==> src/rtl/dpbram_seq_ctrl_if.sv <==
// -----------------------------------------------------------------------------
// dpbram_seq_ctrl_if
// Bundles the run/done control handshake and both BRAM port buses of the
// dual-port BRAM sequencer.
//   slave  : sequencer side (takes control inputs and qout_b, drives the rest)
//   master : control master + BRAM side (the mirror image)
// Signals
//   i_run, i_stop, i_mode, i_base, i_cnt, i_seed : transfer control
//   o_idle, o_write, o_read, o_done              : status / completion pulse
//   addr_a, en_a, we_a, din_a                    : BRAM port A (write)
//   addr_b, en_b, qout_b                         : BRAM port B (read)
//   o_valid, o_mem_data                          : registered read-back
//   o_err_cnt                                    : only with DPBRAM_CTRL_CHECK_EN
// -----------------------------------------------------------------------------
interface dpbram_seq_ctrl_if #(
   parameter int DATA_WIDTH = 16,
   parameter int ADDR_WIDTH = 7
);
   logic                  i_run;
   logic                  i_stop;
   logic [1:0]            i_mode;
   logic [ADDR_WIDTH-1:0] i_base;
   logic [ADDR_WIDTH:0]   i_cnt;
   logic [DATA_WIDTH-1:0] i_seed;
   logic                  o_idle;
   logic                  o_write;
   logic                  o_read;
   logic                  o_done;
   logic [ADDR_WIDTH-1:0] addr_a;
   logic                  en_a;
   logic                  we_a;
   logic [DATA_WIDTH-1:0] din_a;
   logic [ADDR_WIDTH-1:0] addr_b;
   logic                  en_b;
   logic [DATA_WIDTH-1:0] qout_b;
   logic                  o_valid;
   logic [DATA_WIDTH-1:0] o_mem_data;
`ifdef DPBRAM_CTRL_CHECK_EN
   logic [ADDR_WIDTH:0]   o_err_cnt;
`endif

   modport slave (
      input  i_run, i_stop, i_mode, i_base, i_cnt, i_seed, qout_b,
      output o_idle, o_write, o_read, o_done,
             addr_a, en_a, we_a, din_a, addr_b, en_b,
             o_valid, o_mem_data
`ifdef DPBRAM_CTRL_CHECK_EN
      , output o_err_cnt
`endif
   );

   modport master (
      output i_run, i_stop, i_mode, i_base, i_cnt, i_seed, qout_b,
      input  o_idle, o_write, o_read, o_done,
             addr_a, en_a, we_a, din_a, addr_b, en_b,
             o_valid, o_mem_data
`ifdef DPBRAM_CTRL_CHECK_EN
      , input o_err_cnt
`endif
   );
endinterface

==> src/rtl/dpbram_seq_ctrl.sv <==
// -----------------------------------------------------------------------------
// dpbram_seq_ctrl
// Sequencer for a true dual-port BRAM (1-cycle read latency). Port A writes the
// pattern (seed+idx) over a programmable, wrapping address window; port B then
// reads the window back and the words are presented registered on o_mem_data.
// Ports
//   clk, rst : single rising-edge clock, synchronous active-high reset
//   bus      : dpbram_seq_ctrl_if.slave (control, status, BRAM ports A/B,
//              read-back data)
// Configuration macro
//   DPBRAM_CTRL_CHECK_EN : when defined, every read-back word is compared with
//   the expected pattern and mismatches are counted on o_err_cnt (saturating,
//   cleared when a run is accepted).
// -----------------------------------------------------------------------------
module dpbram_seq_ctrl #(
   parameter int DATA_WIDTH = 16,
   parameter int MEM_SIZE   = 128,
   parameter int ADDR_WIDTH = 7
) (
   input logic               clk,
   input logic               rst,
   dpbram_seq_ctrl_if.slave  bus
);
   localparam int DW = DATA_WIDTH;
   localparam int AW = ADDR_WIDTH;
   localparam logic [AW:0] MEM_WORDS = (AW+1)'(MEM_SIZE);
   localparam logic [AW:0] ONE       = (AW+1)'(1);

   typedef enum logic [2:0] {
      S_IDLE, S_WRITE, S_READ, S_DRAIN, S_DONE
   } state_t;

   state_t        state, state_nxt;
   logic [AW-1:0] base_q;
   logic [AW:0]   cnt_q;
   logic [AW:0]   idx_q;
   logic [DW-1:0] seed_q;
   logic [1:0]    mode_q;
   logic [AW:0]   cnt_clamp;
   logic          last_idx;
   logic          accept;

   // Pattern word for transfer index idx (wraps mod 2^DW naturally).
   function automatic logic [DW-1:0] pattern(input logic [DW-1:0] seed,
                                             input logic [AW:0]   idx);
      return seed + DW'(idx);
   endfunction

   assign cnt_clamp = (bus.i_cnt > MEM_WORDS) ? MEM_WORDS : bus.i_cnt;
   assign last_idx  = (idx_q == cnt_q - ONE);
   assign accept    = (state == S_IDLE) && bus.i_run;

   always_ff @(posedge clk) begin
      if (rst) state <= S_IDLE;
      else     state <= state_nxt;
   end

   always_comb begin
      state_nxt = state;
      case (state)
         S_IDLE:
            if (bus.i_run) begin
               if (cnt_clamp == '0)          state_nxt = S_DONE;
               else if (bus.i_mode == 2'b10) state_nxt = S_READ;
               else                          state_nxt = S_WRITE;
            end
         // A stop while writing leaves no reads in flight, so finish directly.
         S_WRITE:
            if (bus.i_stop)    state_nxt = S_DONE;
            else if (last_idx) state_nxt = (mode_q == 2'b01) ? S_DONE : S_READ;
         // Reads are always outstanding here; DRAIN lets the last one land.
         S_READ:
            if (bus.i_stop || last_idx) state_nxt = S_DRAIN;
         S_DRAIN: state_nxt = S_DONE;
         S_DONE:  state_nxt = S_IDLE;
         default: state_nxt = S_IDLE;
      endcase
   end

   always_comb begin
      bus.o_idle  = 1'b0;
      bus.o_write = 1'b0;
      bus.o_read  = 1'b0;
      bus.o_done  = 1'b0;
      bus.en_a    = 1'b0;
      bus.we_a    = 1'b0;
      bus.addr_a  = '0;
      bus.din_a   = '0;
      bus.en_b    = 1'b0;
      bus.addr_b  = '0;
      case (state)
         S_IDLE:  bus.o_idle = 1'b1;
         S_WRITE: begin
            bus.o_write = 1'b1;
            bus.en_a    = 1'b1;
            bus.we_a    = 1'b1;
            bus.addr_a  = base_q + idx_q[AW-1:0];
            bus.din_a   = pattern(seed_q, idx_q);
         end
         S_READ: begin
            bus.o_read = 1'b1;
            bus.en_b   = 1'b1;
            bus.addr_b = base_q + idx_q[AW-1:0];
         end
         S_DRAIN: bus.o_read = 1'b1;
         S_DONE:  bus.o_done = 1'b1;
         default: ;
      endcase
   end

   // Transfer control registers; idx restarts at 0 for the read phase.
   always_ff @(posedge clk) begin
      if (rst) begin
         cnt_q  <= '0;
         mode_q <= '0;
         idx_q  <= '0;
      end else begin
         if (accept) begin
            cnt_q  <= cnt_clamp;
            mode_q <= bus.i_mode;
         end
         case (state)
            S_WRITE: idx_q <= last_idx ? '0 : idx_q + ONE;
            S_READ:  idx_q <= idx_q + ONE;
            default: idx_q <= '0;
         endcase
      end
   end

   always_ff @(posedge clk) begin
      if (accept) begin
         base_q <= bus.i_base;
         seed_q <= bus.i_seed;
      end
   end

   // ---- stage p1: BRAM read data (qout_b) valid one cycle after en_b ----
   logic          vld_p1;
   logic          vld_p2;
   logic [DW-1:0] mem_data_p2;

   always_ff @(posedge clk) begin
      if (rst) vld_p1 <= 1'b0;
      else     vld_p1 <= (state == S_READ);
   end

   // ---- stage p2: registered read-back output ----
   always_ff @(posedge clk) begin
      if (rst) begin
         vld_p2      <= 1'b0;
         mem_data_p2 <= '0;
      end else begin
         vld_p2 <= vld_p1;
         if (vld_p1) mem_data_p2 <= bus.qout_b;
      end
   end

   assign bus.o_valid    = vld_p2;
   assign bus.o_mem_data = mem_data_p2;

`ifdef DPBRAM_CTRL_CHECK_EN
   logic [AW:0] idx_p1;
   logic [AW:0] err_q;

   function automatic logic [AW:0] sat_inc(input logic [AW:0] v);
      return (v == '1) ? v : v + ONE;
   endfunction

   always_ff @(posedge clk) begin
      idx_p1 <= idx_q;
   end

   // Compare at p1 so the count moves in the same cycle the word appears.
   always_ff @(posedge clk) begin
      if (rst)
         err_q <= '0;
      else if (accept)
         err_q <= '0;
      else if (vld_p1 && (bus.qout_b != pattern(seed_q, idx_p1)))
         err_q <= sat_inc(err_q);
   end

   assign bus.o_err_cnt = err_q;
`endif
endmodule

==> src/flat_wrapper.sv <==
// flat-port wrapper written by rule: the top's interface ports become plain ports
module dpbram_seq_ctrl_flat 
#(
   parameter int DATA_WIDTH = 16,
   parameter int MEM_SIZE   = 128,
   parameter int ADDR_WIDTH = 7
)
  (clk, rst, bus_i_run, bus_i_stop, bus_i_mode, bus_i_base, bus_i_cnt, bus_i_seed, bus_qout_b, bus_o_idle, bus_o_write, bus_o_read, bus_o_done, bus_addr_a, bus_en_a, bus_we_a, bus_din_a, bus_addr_b, bus_en_b, bus_o_valid, bus_o_mem_data);
  dpbram_seq_ctrl_if #(.DATA_WIDTH(DATA_WIDTH), .ADDR_WIDTH(ADDR_WIDTH)) bus_i ();
  input logic clk;
  input logic rst;
  input wire logic [$bits(bus_i.i_run)-1:0] bus_i_run;
  input wire logic [$bits(bus_i.i_stop)-1:0] bus_i_stop;
  input wire logic [$bits(bus_i.i_mode)-1:0] bus_i_mode;
  input wire logic [$bits(bus_i.i_base)-1:0] bus_i_base;
  input wire logic [$bits(bus_i.i_cnt)-1:0] bus_i_cnt;
  input wire logic [$bits(bus_i.i_seed)-1:0] bus_i_seed;
  input wire logic [$bits(bus_i.qout_b)-1:0] bus_qout_b;
  output wire logic [$bits(bus_i.o_idle)-1:0] bus_o_idle;
  output wire logic [$bits(bus_i.o_write)-1:0] bus_o_write;
  output wire logic [$bits(bus_i.o_read)-1:0] bus_o_read;
  output wire logic [$bits(bus_i.o_done)-1:0] bus_o_done;
  output wire logic [$bits(bus_i.addr_a)-1:0] bus_addr_a;
  output wire logic [$bits(bus_i.en_a)-1:0] bus_en_a;
  output wire logic [$bits(bus_i.we_a)-1:0] bus_we_a;
  output wire logic [$bits(bus_i.din_a)-1:0] bus_din_a;
  output wire logic [$bits(bus_i.addr_b)-1:0] bus_addr_b;
  output wire logic [$bits(bus_i.en_b)-1:0] bus_en_b;
  output wire logic [$bits(bus_i.o_valid)-1:0] bus_o_valid;
  output wire logic [$bits(bus_i.o_mem_data)-1:0] bus_o_mem_data;
  assign bus_i.i_run = bus_i_run;
  assign bus_i.i_stop = bus_i_stop;
  assign bus_i.i_mode = bus_i_mode;
  assign bus_i.i_base = bus_i_base;
  assign bus_i.i_cnt = bus_i_cnt;
  assign bus_i.i_seed = bus_i_seed;
  assign bus_i.qout_b = bus_qout_b;
  assign bus_o_idle = bus_i.o_idle;
  assign bus_o_write = bus_i.o_write;
  assign bus_o_read = bus_i.o_read;
  assign bus_o_done = bus_i.o_done;
  assign bus_addr_a = bus_i.addr_a;
  assign bus_en_a = bus_i.en_a;
  assign bus_we_a = bus_i.we_a;
  assign bus_din_a = bus_i.din_a;
  assign bus_addr_b = bus_i.addr_b;
  assign bus_en_b = bus_i.en_b;
  assign bus_o_valid = bus_i.o_valid;
  assign bus_o_mem_data = bus_i.o_mem_data;
  dpbram_seq_ctrl #(.DATA_WIDTH(DATA_WIDTH), .MEM_SIZE(MEM_SIZE), .ADDR_WIDTH(ADDR_WIDTH)) u_core (.clk(clk), .rst(rst), .bus(bus_i));
endmodule
==> config.mk <==
export PLATFORM = sky130hd
export DESIGN_NAME = dpbram_seq_ctrl_flat
export DESIGN_NICKNAME = d
export VERILOG_FILES = /design/src/rtl/dpbram_seq_ctrl_if.sv /design/src/rtl/dpbram_seq_ctrl.sv /design/src/flat_wrapper.sv
export SDC_FILE = /design/constraint.sdc
export NUM_CORES = 1
export LEC_CHECK = 0
export ABC_AREA = 1
export BUFFER_PORTS_ARGS = -buffer_cell sky130_fd_sc_hd__buf_4
export CAP_MARGIN = 20
export CORE_ASPECT_RATIO = 2
export CORE_MARGIN = 2
export CORE_UTILIZATION = 46
export CTS_CLUSTER_DIAMETER = 50
export DETAILED_ROUTE_END_ITERATION = 16
export GPL_ROUTABILITY_DRIVEN = 0
export GPL_TIMING_DRIVEN = 0
export PLACE_DENSITY = 0.84
export SLEW_MARGIN = 20
export SYNTH_ARGS = -nofsm -noshare
export SYNTH_HDL_FRONTEND = slang
export SYNTH_SLANG_ARGS = --single-unit
==> constraint.sdc <==
create_clock -name clk -period 1.8 [get_ports clk]
set_clock_uncertainty 0.15 [all_clocks]
set_input_delay 0.09 -clock clk [delete_from_list [all_inputs] [get_ports clk]]
set_output_delay 0.09 -clock clk [all_outputs]
set_load 0.01 [all_outputs]
==> run_summary.xml, run 1 <==
<?xml version="1.0" encoding="UTF-8"?>
<metrics>
  <group name="run_status">
    <metric name="outcome" unit="">complete, but fails checks</metric>
    <metric name="violations_in_the_final_reports" unit="">negative setup slack</metric>
  </group>
  <group name="clock_network">
    <metric name="numCtsBuffers" unit="">9</metric>
    <metric name="clk_root_buffer_cell" unit="">clkbuf_16</metric>
    <metric name="tritoncts_clock_tree" unit="">done</metric>
    <metric name="cts_sinks" unit="">62</metric>
    <metric name="worst_skew_pair.late_latency" unit="ns">0.34</metric>
    <metric name="cts_htree_levels" unit="">3</metric>
    <metric name="max-clock-path-buffers" unit="">2</metric>
    <metric name="clk_pin_slew_worst_paths" unit="ns">0.07</metric>
  </group>
  <group name="layout">
    <metric name="final_common_cell" unit="">buf_4</metric>
    <metric name="layout-drive-gt1-share" unit="">0.436</metric>
    <metric name="num-nets-final" unit="">706</metric>
    <metric name="layout_common_cells" unit="">buf_4, nor2_1, nand2_1</metric>
    <metric name="final_core_util" unit="">0.826</metric>
    <metric name="stdcell_count" unit="">733</metric>
    <metric name="layout-area-overhead-vs-synth" unit="%">74.5</metric>
  </group>
  <group name="setup_path">
    <metric name="worst_ep_arrival_time" unit="ns">2.52</metric>
    <metric name="worstPathMaxFanout" unit="">3</metric>
    <metric name="worst_setup_path_end_kind" unit="">primary output</metric>
    <metric name="cpLargestDelayFamily" unit="">compound AO/OA/AOI/OAI gates</metric>
    <metric name="crit_path_cell_trace" unit="">ha_4 -&gt; fa_2 -&gt; nand3_2 -&gt; nand2_4 -&gt; a21oi_4 -&gt; nor3_2 -&gt; a21oi_1 -&gt; buf_4</metric>
    <metric name="setup.worst_path.class" unit="">flop to primary output</metric>
    <metric name="flop2flop_setup_slack" unit="ns">-0.18</metric>
    <metric name="critPathBufInv" unit="">1</metric>
    <metric name="timing.critical_path.slowest_stage_cell" unit="">edfxtp_1</metric>
    <metric name="startpoint_class_of_the_critical_path" unit="">flop</metric>
    <metric name="worstPathRequired" unit="ns">1.56</metric>
    <metric name="slowest_delay" unit="ns">0.42</metric>
  </group>
  <group name="routing">
    <metric name="final_antenna_net_count" unit="">0</metric>
    <metric name="route.detailed.vias_per_inst" unit="">5.77</metric>
    <metric name="drt_drc_violations_left" unit="">0</metric>
    <metric name="vias" unit="">4226</metric>
    <metric name="routed_wire_length_per_instance" unit="um">21.7</metric>
    <metric name="wirelength" unit="um">15900</metric>
    <metric name="detailedRoute.firstPassIterationCount" unit="">7</metric>
    <metric name="drt_iter0_drc" unit="">383</metric>
  </group>
  <group name="power">
    <metric name="netSwitchingPower" unit="mW">3.08</metric>
    <metric name="switching_share" unit="">0.409</metric>
    <metric name="p_int" unit="mW">4.46</metric>
    <metric name="p_leak" unit="nW">2.63</metric>
    <metric name="power_frac_clock" unit="">0.225</metric>
    <metric name="power_density" unit="nW/um^2">1270</metric>
    <metric name="power.share.combinational" unit="">0.496</metric>
    <metric name="vdd.ir_drop.worst" unit="mV">1.07</metric>
    <metric name="power.sequential.fraction" unit="">0.279</metric>
  </group>
  <group name="global_route">
    <metric name="grt_overflow" unit="">0</metric>
    <metric name="antenna_violations_before_repair" unit="">1</metric>
    <metric name="grt_max_degree" unit="">14</metric>
    <metric name="wire_length_of_the_first_global_routing_pass" unit="um">19200</metric>
    <metric name="gr-usage-all-layers" unit="">0.307</metric>
    <metric name="number_of_global_route_vias_before_repair" unit="">4012</metric>
  </group>
  <group name="synth">
    <metric name="flop_and_latch_count_out_of_synthesis" unit="">62</metric>
    <metric name="ys_warn_count" unit="">0</metric>
    <metric name="post_synthesis_instance_area" unit="um^2">3410</metric>
    <metric name="edff_count_synth" unit="">23</metric>
    <metric name="yosysSeqAreaShare" unit="">0.431</metric>
    <metric name="postSynth.asyncResetShare" unit="">0</metric>
    <metric name="synthFlopType" unit="">dfxtp_1</metric>
    <metric name="post_synth_num_cell_types" unit="">38</metric>
    <metric name="synthesis.instances" unit="">438</metric>
    <metric name="syn_nets" unit="">509</metric>
    <metric name="post_synth.cell_area_avg" unit="um^2">7.80</metric>
  </group>
  <group name="place">
    <metric name="place.port_buffers" unit="">106</metric>
    <metric name="placed_cells_incl_taps" unit="">636</metric>
    <metric name="hpwl" unit="um">7080</metric>
  </group>
  <group name="sta">
    <metric name="finalMaxSlewViolations" unit="">0</metric>
    <metric name="layout_setup_ws" unit="ns">-0.958</metric>
    <metric name="layout_min_cycle_time" unit="ns">2.76</metric>
    <metric name="post-route-period-util" unit="">1.53</metric>
    <metric name="max_clock_freq" unit="MHz">363</metric>
    <metric name="worst_pin_slew" unit="ns">0.759</metric>
    <metric name="maxSlewHeadroom" unit="">0.494</metric>
    <metric name="grt_setup_unrepaired" unit="">yes</metric>
    <metric name="hold_viol_final" unit="">0</metric>
    <metric name="finalSetupViolCount" unit="">41</metric>
  </group>
  <group name="floorplan">
    <metric name="floorplan.initialDensity" unit="">0.473</metric>
    <metric name="dieWidth" unit="um">64.9</metric>
    <metric name="die_y" unit="um">126</metric>
    <metric name="placementRows" unit="">44</metric>
    <metric name="die_area" unit="um^2">8170</metric>
    <metric name="fp.coreArea" unit="um^2">7210</metric>
    <metric name="boundaryPins" unit="">107</metric>
  </group>
  <group name="worst_hold_path">
    <metric name="hp-class" unit="">input port to flop</metric>
  </group>
  <group name="job">
    <metric name="cap_viol_max_count" unit="">0</metric>
  </group>
</metrics>
-- cell usage after synthesis, types with 4 or more instances --
master	count	area, um^2
inv_1	44	165
xor2_1	10	87.6
nor3_1	12	60.1
o21ai_0	34	170
nand3_1	22	110
clkbuf_1	6	22.5
nand2_1	75	282
ha_1	16	200
nand4_1	4	25.0
edfxtp_1	23	691
a21oi_1	27	135
dfxtp_1	39	781
a211oi_1	4	30.0
xnor2_1	5	43.8
nor2_1	79	297
-- flip-flops by register name (all words and copies together) (netlist names), 2 cells and up --
register and flops:
u_core.idx_q 8, u_core.bus.o_mem_data 16, u_core.state 3, u_core.mode_q 2
u_core.base_q 7, u_core.cnt_q 8, u_core.seed_q 16
-- final timing paths --
path / startpoint / cells past startpoint / endpoint
setup / recovery: u_core.seed_q[0]$_DFFE_PP_ / 8 / bus_din_a[14]
hold / removal: bus_i_cnt[0] / 3 / u_core.cnt_q[0]$_SDFFE_PP0P_
setup reg to reg: u_core.cnt_q[1]$_SDFFE_PP0P_ / 13 / u_core.idx_q[3]$_SDFF_PP0_
hold reg to reg: u_core.mode_q[0]$_SDFFE_PP0P_ / 2 / u_core.mode_q[0]$_SDFFE_PP0P_
-- power by group through the flow --
stage	clock network, mW	logic, mW	registers, mW
floorplan	0	1.54	2.04
global placement	0	2.46	2.04
detailed placement	0	2.53	2.05
CTS	1.66	2.96	2.04
global route	1.74	3.96	2.12
finish	1.70	3.74	2.10
-- worst register-to-register path, cell delays in order, from the launching register on --
cell     delay [ns]
dfxtp_2        0.33
inv_2          0.05
ha_4           0.24
inv_2          0.06
nand2_1        0.05
nand2_1        0.07
nand2_1        0.06
nor2_1         0.09
nand3_1        0.09
nor2_1         0.12
nand2_2        0.13
a21oi_4        0.18
buf_12         0.17
nor3_2         0.04
-- through the flow --
| step | power, mW | TNS [ns] | hold WS (ns) | instance area (um^2) | worst slack, ns |
|---|---|---|---|---|---|
| 2_1_floorplan | 3.58 | -0.689 | 0.0389 | 3450 | -0.109 |
| 3_3_place_gp | 4.50 | -7.72 | 0.119 | 4360 | -0.318 |
| 3_5_place_dp | 4.58 | -9.91 | 0.119 | 4360 | -0.372 |
| 4_1_cts | 6.66 | -9.00 | 0.0155 | 5490 | -0.548 |
| 5_1_grt | 7.83 | -18.10 | 0.0614 | 5960 | -1.03 |
| 6_report | 7.54 | -16.11 | 0.00156 | 5960 | -0.958 |
-- timing repair --
action,in CTS,in global routing
endpoints found under the setup margin,76,43
hold buffers,49,0
cloned,1,0
resized for setup,64,86
buffers inserted,13,17
hold endpoints to repair,50,0
pin swaps,29,33
-- area by class of cell --
cell class,instances,area (um^2)
Inverter,48,188
Tap cell,92,115
Clock buffer,12,268
Fill cell,362,1250
Sequential cell,62,1500
Multi-Input combinational cell,317,2240
Buffer,12,80.1
Timing Repair Buffer,185,1550
Antenna cell,1,2.50
Clock inverter,4,20.0
-- routing by layer --
layer	vias to the layer above	wire, um	track usage
met5	-	0	0
met4	0	1330	0.184
met3	110	1300	0.0580
met2	279	8280	0.579
met1	1990	5000	0.292
li1	1847	-	-
-- kinds of logic after synthesis --
logic type      share of synthesized area
buf+inv                            0.0718
simple gates                        0.261
compound gates                      0.128
flops                               0.431
fa+ha+maj                          0.0704
xor+xnor                           0.0385
(Power assumes the default switching activity.)
==> run 2, diff against run 1 <==
--- a/config.mk
+++ b/config.mk
@@ -8,14 +8,14 @@
 export ABC_AREA = 1
 export BUFFER_PORTS_ARGS = -buffer_cell sky130_fd_sc_hd__buf_4
 export CAP_MARGIN = 20
-export CORE_ASPECT_RATIO = 2
+export CORE_ASPECT_RATIO = 0.5
 export CORE_MARGIN = 2
 export CORE_UTILIZATION = 46
 export CTS_CLUSTER_DIAMETER = 50
 export DETAILED_ROUTE_END_ITERATION = 16
 export GPL_ROUTABILITY_DRIVEN = 0
 export GPL_TIMING_DRIVEN = 0
-export PLACE_DENSITY = 0.84
+export PLACE_DENSITY = 0.76
 export SLEW_MARGIN = 20
 export SYNTH_ARGS = -nofsm -noshare
 export SYNTH_HDL_FRONTEND = slang
==> run 2 against run 1 <==
- the run still ends with negative setup slack left
- wire length is 20% lower
- clock power grew 2%
- first-iteration DRC count decreased by 28%
- critical path depth increased by 2
- setup slack improved by 0.22 ns
- combinational power shrank 3%
- die area about the same
- critical path type unchanged
==> run_summary.xml, run 2 (synthesized netlist as in run 1, its figures left out) <==
<?xml version="1.0" encoding="UTF-8"?>
<metrics>
  <group name="floorplan">
    <metric name="placementRows" unit="">22</metric>
    <metric name="die_area" unit="um^2">8170</metric>
    <metric name="floorplan.initialDensity" unit="">0.470</metric>
    <metric name="boundaryPins" unit="">107</metric>
    <metric name="fp.coreArea" unit="um^2">7270</metric>
    <metric name="dieWidth" unit="um">126</metric>
    <metric name="die_y" unit="um">64.9</metric>
  </group>
  <group name="clock_network">
    <metric name="numCtsBuffers" unit="">9</metric>
    <metric name="worst_skew_pair.late_latency" unit="ns">0.33</metric>
    <metric name="max-clock-path-buffers" unit="">2</metric>
    <metric name="cts_htree_levels" unit="">3</metric>
    <metric name="clk_pin_slew_worst_paths" unit="ns">0.05</metric>
    <metric name="clk_root_buffer_cell" unit="">clkbuf_16</metric>
    <metric name="cts_sinks" unit="">62</metric>
    <metric name="tritoncts_clock_tree" unit="">done</metric>
  </group>
  <group name="global_route">
    <metric name="grt_max_degree" unit="">14</metric>
    <metric name="antenna_violations_before_repair" unit="">0</metric>
    <metric name="gr-usage-all-layers" unit="">0.280</metric>
    <metric name="grt.met3_usage" unit="">0.0826</metric>
    <metric name="groute.layer.met1.usage" unit="">0.320</metric>
    <metric name="number_of_global_route_vias_before_repair" unit="">3638</metric>
    <metric name="gr-usage-met2" unit="">0.487</metric>
    <metric name="wire_length_of_the_first_global_routing_pass" unit="um">17700</metric>
    <metric name="grt_overflow" unit="">0</metric>
    <metric name="top_usage_layer" unit="">met2</metric>
  </group>
  <group name="setup_path">
    <metric name="r2r_end" unit="">u_core.state[0]$_SDFFE_PP0P_</metric>
    <metric name="setup.worst_path.class" unit="">flop to primary output</metric>
    <metric name="flop2flop_setup_slack" unit="ns">-0.21</metric>
    <metric name="startpoint_class_of_the_critical_path" unit="">flop</metric>
    <metric name="worstPathMaxFanout" unit="">2</metric>
    <metric name="worstPathRequired" unit="ns">1.56</metric>
    <metric name="worst_setup_path_end_kind" unit="">primary output</metric>
    <metric name="worst_ep_arrival_time" unit="ns">2.29</metric>
    <metric name="crit-reg2reg-launch" unit="">u_core.cnt_q[1]$_SDFFE_PP0P_</metric>
    <metric name="r2r_cells" unit="">15</metric>
  </group>
  <group name="worst_hold_path">
    <metric name="hold_depth" unit="">5</metric>
    <metric name="hold_path_endpoint" unit="">u_core.state[1]$_SDFFE_PP0P_</metric>
    <metric name="hp-class" unit="">input port to flop</metric>
    <metric name="worst_hold_startpoint" unit="">rst</metric>
  </group>
  <group name="routing">
    <metric name="vias" unit="">3957</metric>
    <metric name="detailedRoute.firstPassIterationCount" unit="">6</metric>
    <metric name="drt_drc_violations_left" unit="">0</metric>
    <metric name="wirelength" unit="um">12700</metric>
    <metric name="drt_iter0_drc" unit="">276</metric>
    <metric name="route.detailed.vias_per_inst" unit="">5.36</metric>
    <metric name="routed_wire_length_per_instance" unit="um">17.2</metric>
    <metric name="final_antenna_net_count" unit="">0</metric>
  </group>
  <group name="job">
    <metric name="cap_viol_max_count" unit="">0</metric>
  </group>
  <group name="sta">
    <metric name="finalSetupViolCount" unit="">38</metric>
    <metric name="worst_pin_slew" unit="ns">0.865</metric>
    <metric name="hold_viol_final" unit="">0</metric>
    <metric name="post-route-period-util" unit="">1.41</metric>
    <metric name="max_clock_freq" unit="MHz">395</metric>
    <metric name="final.hold.worst_slack" unit="ns">0.123</metric>
    <metric name="layout_setup_ws" unit="ns">-0.734</metric>
    <metric name="layout_min_cycle_time" unit="ns">2.53</metric>
    <metric name="grt_setup_unrepaired" unit="">yes</metric>
    <metric name="finalMaxSlewViolations" unit="">0</metric>
    <metric name="final.setup.tns" unit="ns">-13.92</metric>
    <metric name="maxSlewHeadroom" unit="">0.423</metric>
  </group>
  <group name="layout">
    <metric name="n_antenna_cell" unit="">0</metric>
    <metric name="layout_common_cells" unit="">buf_4, nor2_1, nand2_1</metric>
    <metric name="final_core_util" unit="">0.832</metric>
    <metric name="num-nets-final" unit="">709</metric>
    <metric name="layout-area-overhead-vs-synth" unit="%">77.2</metric>
    <metric name="layout-drive-gt1-share" unit="">0.436</metric>
    <metric name="final_common_cell" unit="">buf_4</metric>
  </group>
  <group name="power">
    <metric name="power_density" unit="nW/um^2">1240</metric>
    <metric name="p_leak" unit="nW">2.67</metric>
    <metric name="vdd.ir_drop.worst" unit="mV">0.745</metric>
  </group>
  <group name="run_status">
    <metric name="violations_in_the_final_reports" unit="">negative setup slack</metric>
    <metric name="outcome" unit="">complete, but fails checks</metric>
  </group>
  <group name="place">
    <metric name="post-place-ws" unit="ns">-0.363</metric>
    <metric name="hpwl" unit="um">6050</metric>
    <metric name="place.port_buffers" unit="">106</metric>
  </group>
</metrics>
-- run 2: changes by cell type in the layout (fill, tap and decap cells not counted), sizes merged --
| cell | before | now |
|---|---|---|
| clkinv | 6 | 5 |
| bufinv | 0 | 1 |
| clkbuf | 17 | 16 |
| dlygate4sd3 | 49 | 50 |
| buf | 143 | 145 |
| diode | 1 | 0 |
-- run 2: report_power, final --
group          internal [mW]  switching (mW)
clock                   1.14           0.605
combinational           1.63            2.00
sequential              1.81           0.285
-- run 2: per-layer routing --
metal  share of wire  up-vias
li1                -     1860
met1            0.38     1830
met2            0.49      207
met3           0.075       60
met4           0.048        0
met5               0        -
-- run 2: worst max-delay path by stage --
stage	startpoint	endpoint	slack [ns]	depth (start not counted)
final	u_core.base_q[0]$_DFFE_PP_	bus_addr_b[6]	-0.73	10
after global placement	u_core.state[0]$_SDFFE_PP0P_	u_core.cnt_q[5]$_SDFFE_PP0P_	-0.32	7
after global routing	u_core.base_q[0]$_DFFE_PP_	bus_addr_b[6]	-0.83	10
after CTS	u_core.idx_q[0]$_SDFF_PP0_	bus_addr_a[6]	-0.56	10
after floorplan	u_core.state[0]$_SDFFE_PP0P_	u_core.cnt_q[5]$_SDFFE_PP0P_	-0.11	7
after detailed placement	u_core.state[1]$_SDFFE_PP0P_	u_core.cnt_q[4]$_SDFFE_PP0P_	-0.36	7
-- run 2: metrics by stage --
| stage | std cells | power (mW) | area [um^2] |
|---|---|---|---|
| finish | 738 | 7.47 | 6050 |
| global route | 738 | 7.87 | 6050 |
| CTS | 721 | 6.72 | 5580 |
| detailed placement | 640 | 4.52 | 4370 |
| global placement | 640 | 4.48 | 4370 |
| floorplan | 438 | 3.58 | 3450 |
-- run 2: what timing repair did --
action / CTS / global route
resized for setup: 78 / 80
endpoints found under the setup margin: 76 / 54
hold buffers: 50 / 0
cloned: 1 / 0
pin swaps: 34 / 43
buffers inserted: 16 / 19
endpoints found under the hold margin: 51 / 0
-- run 2: critical path, stage by stage (launching register included) --
cell,delay (ns)
edfxtp_1,0.41
ha_4,0.18
fa_2,0.36
nand3_2,0.10
nand2_2,0.07
nand2_2,0.08
nand2_1,0.07
a21oi_2,0.14
xor2_1,0.27
nor2_1,0.11
buf_4,0.16
-- run 2: cell type report --
| cell class | instances | area [um^2] |
|---|---|---|
| inverters | 48 | 190 |
| clock inverters | 4 | 45.0 |
| fillers | 382 | 1220 |
| repair buffers | 188 | 1580 |
| well taps | 96 | 120 |
| flip-flops and latches | 62 | 1500 |
| clock buffers | 11 | 254 |
| plain buffers | 12 | 88.8 |
| multi-input cells | 317 | 2270 |
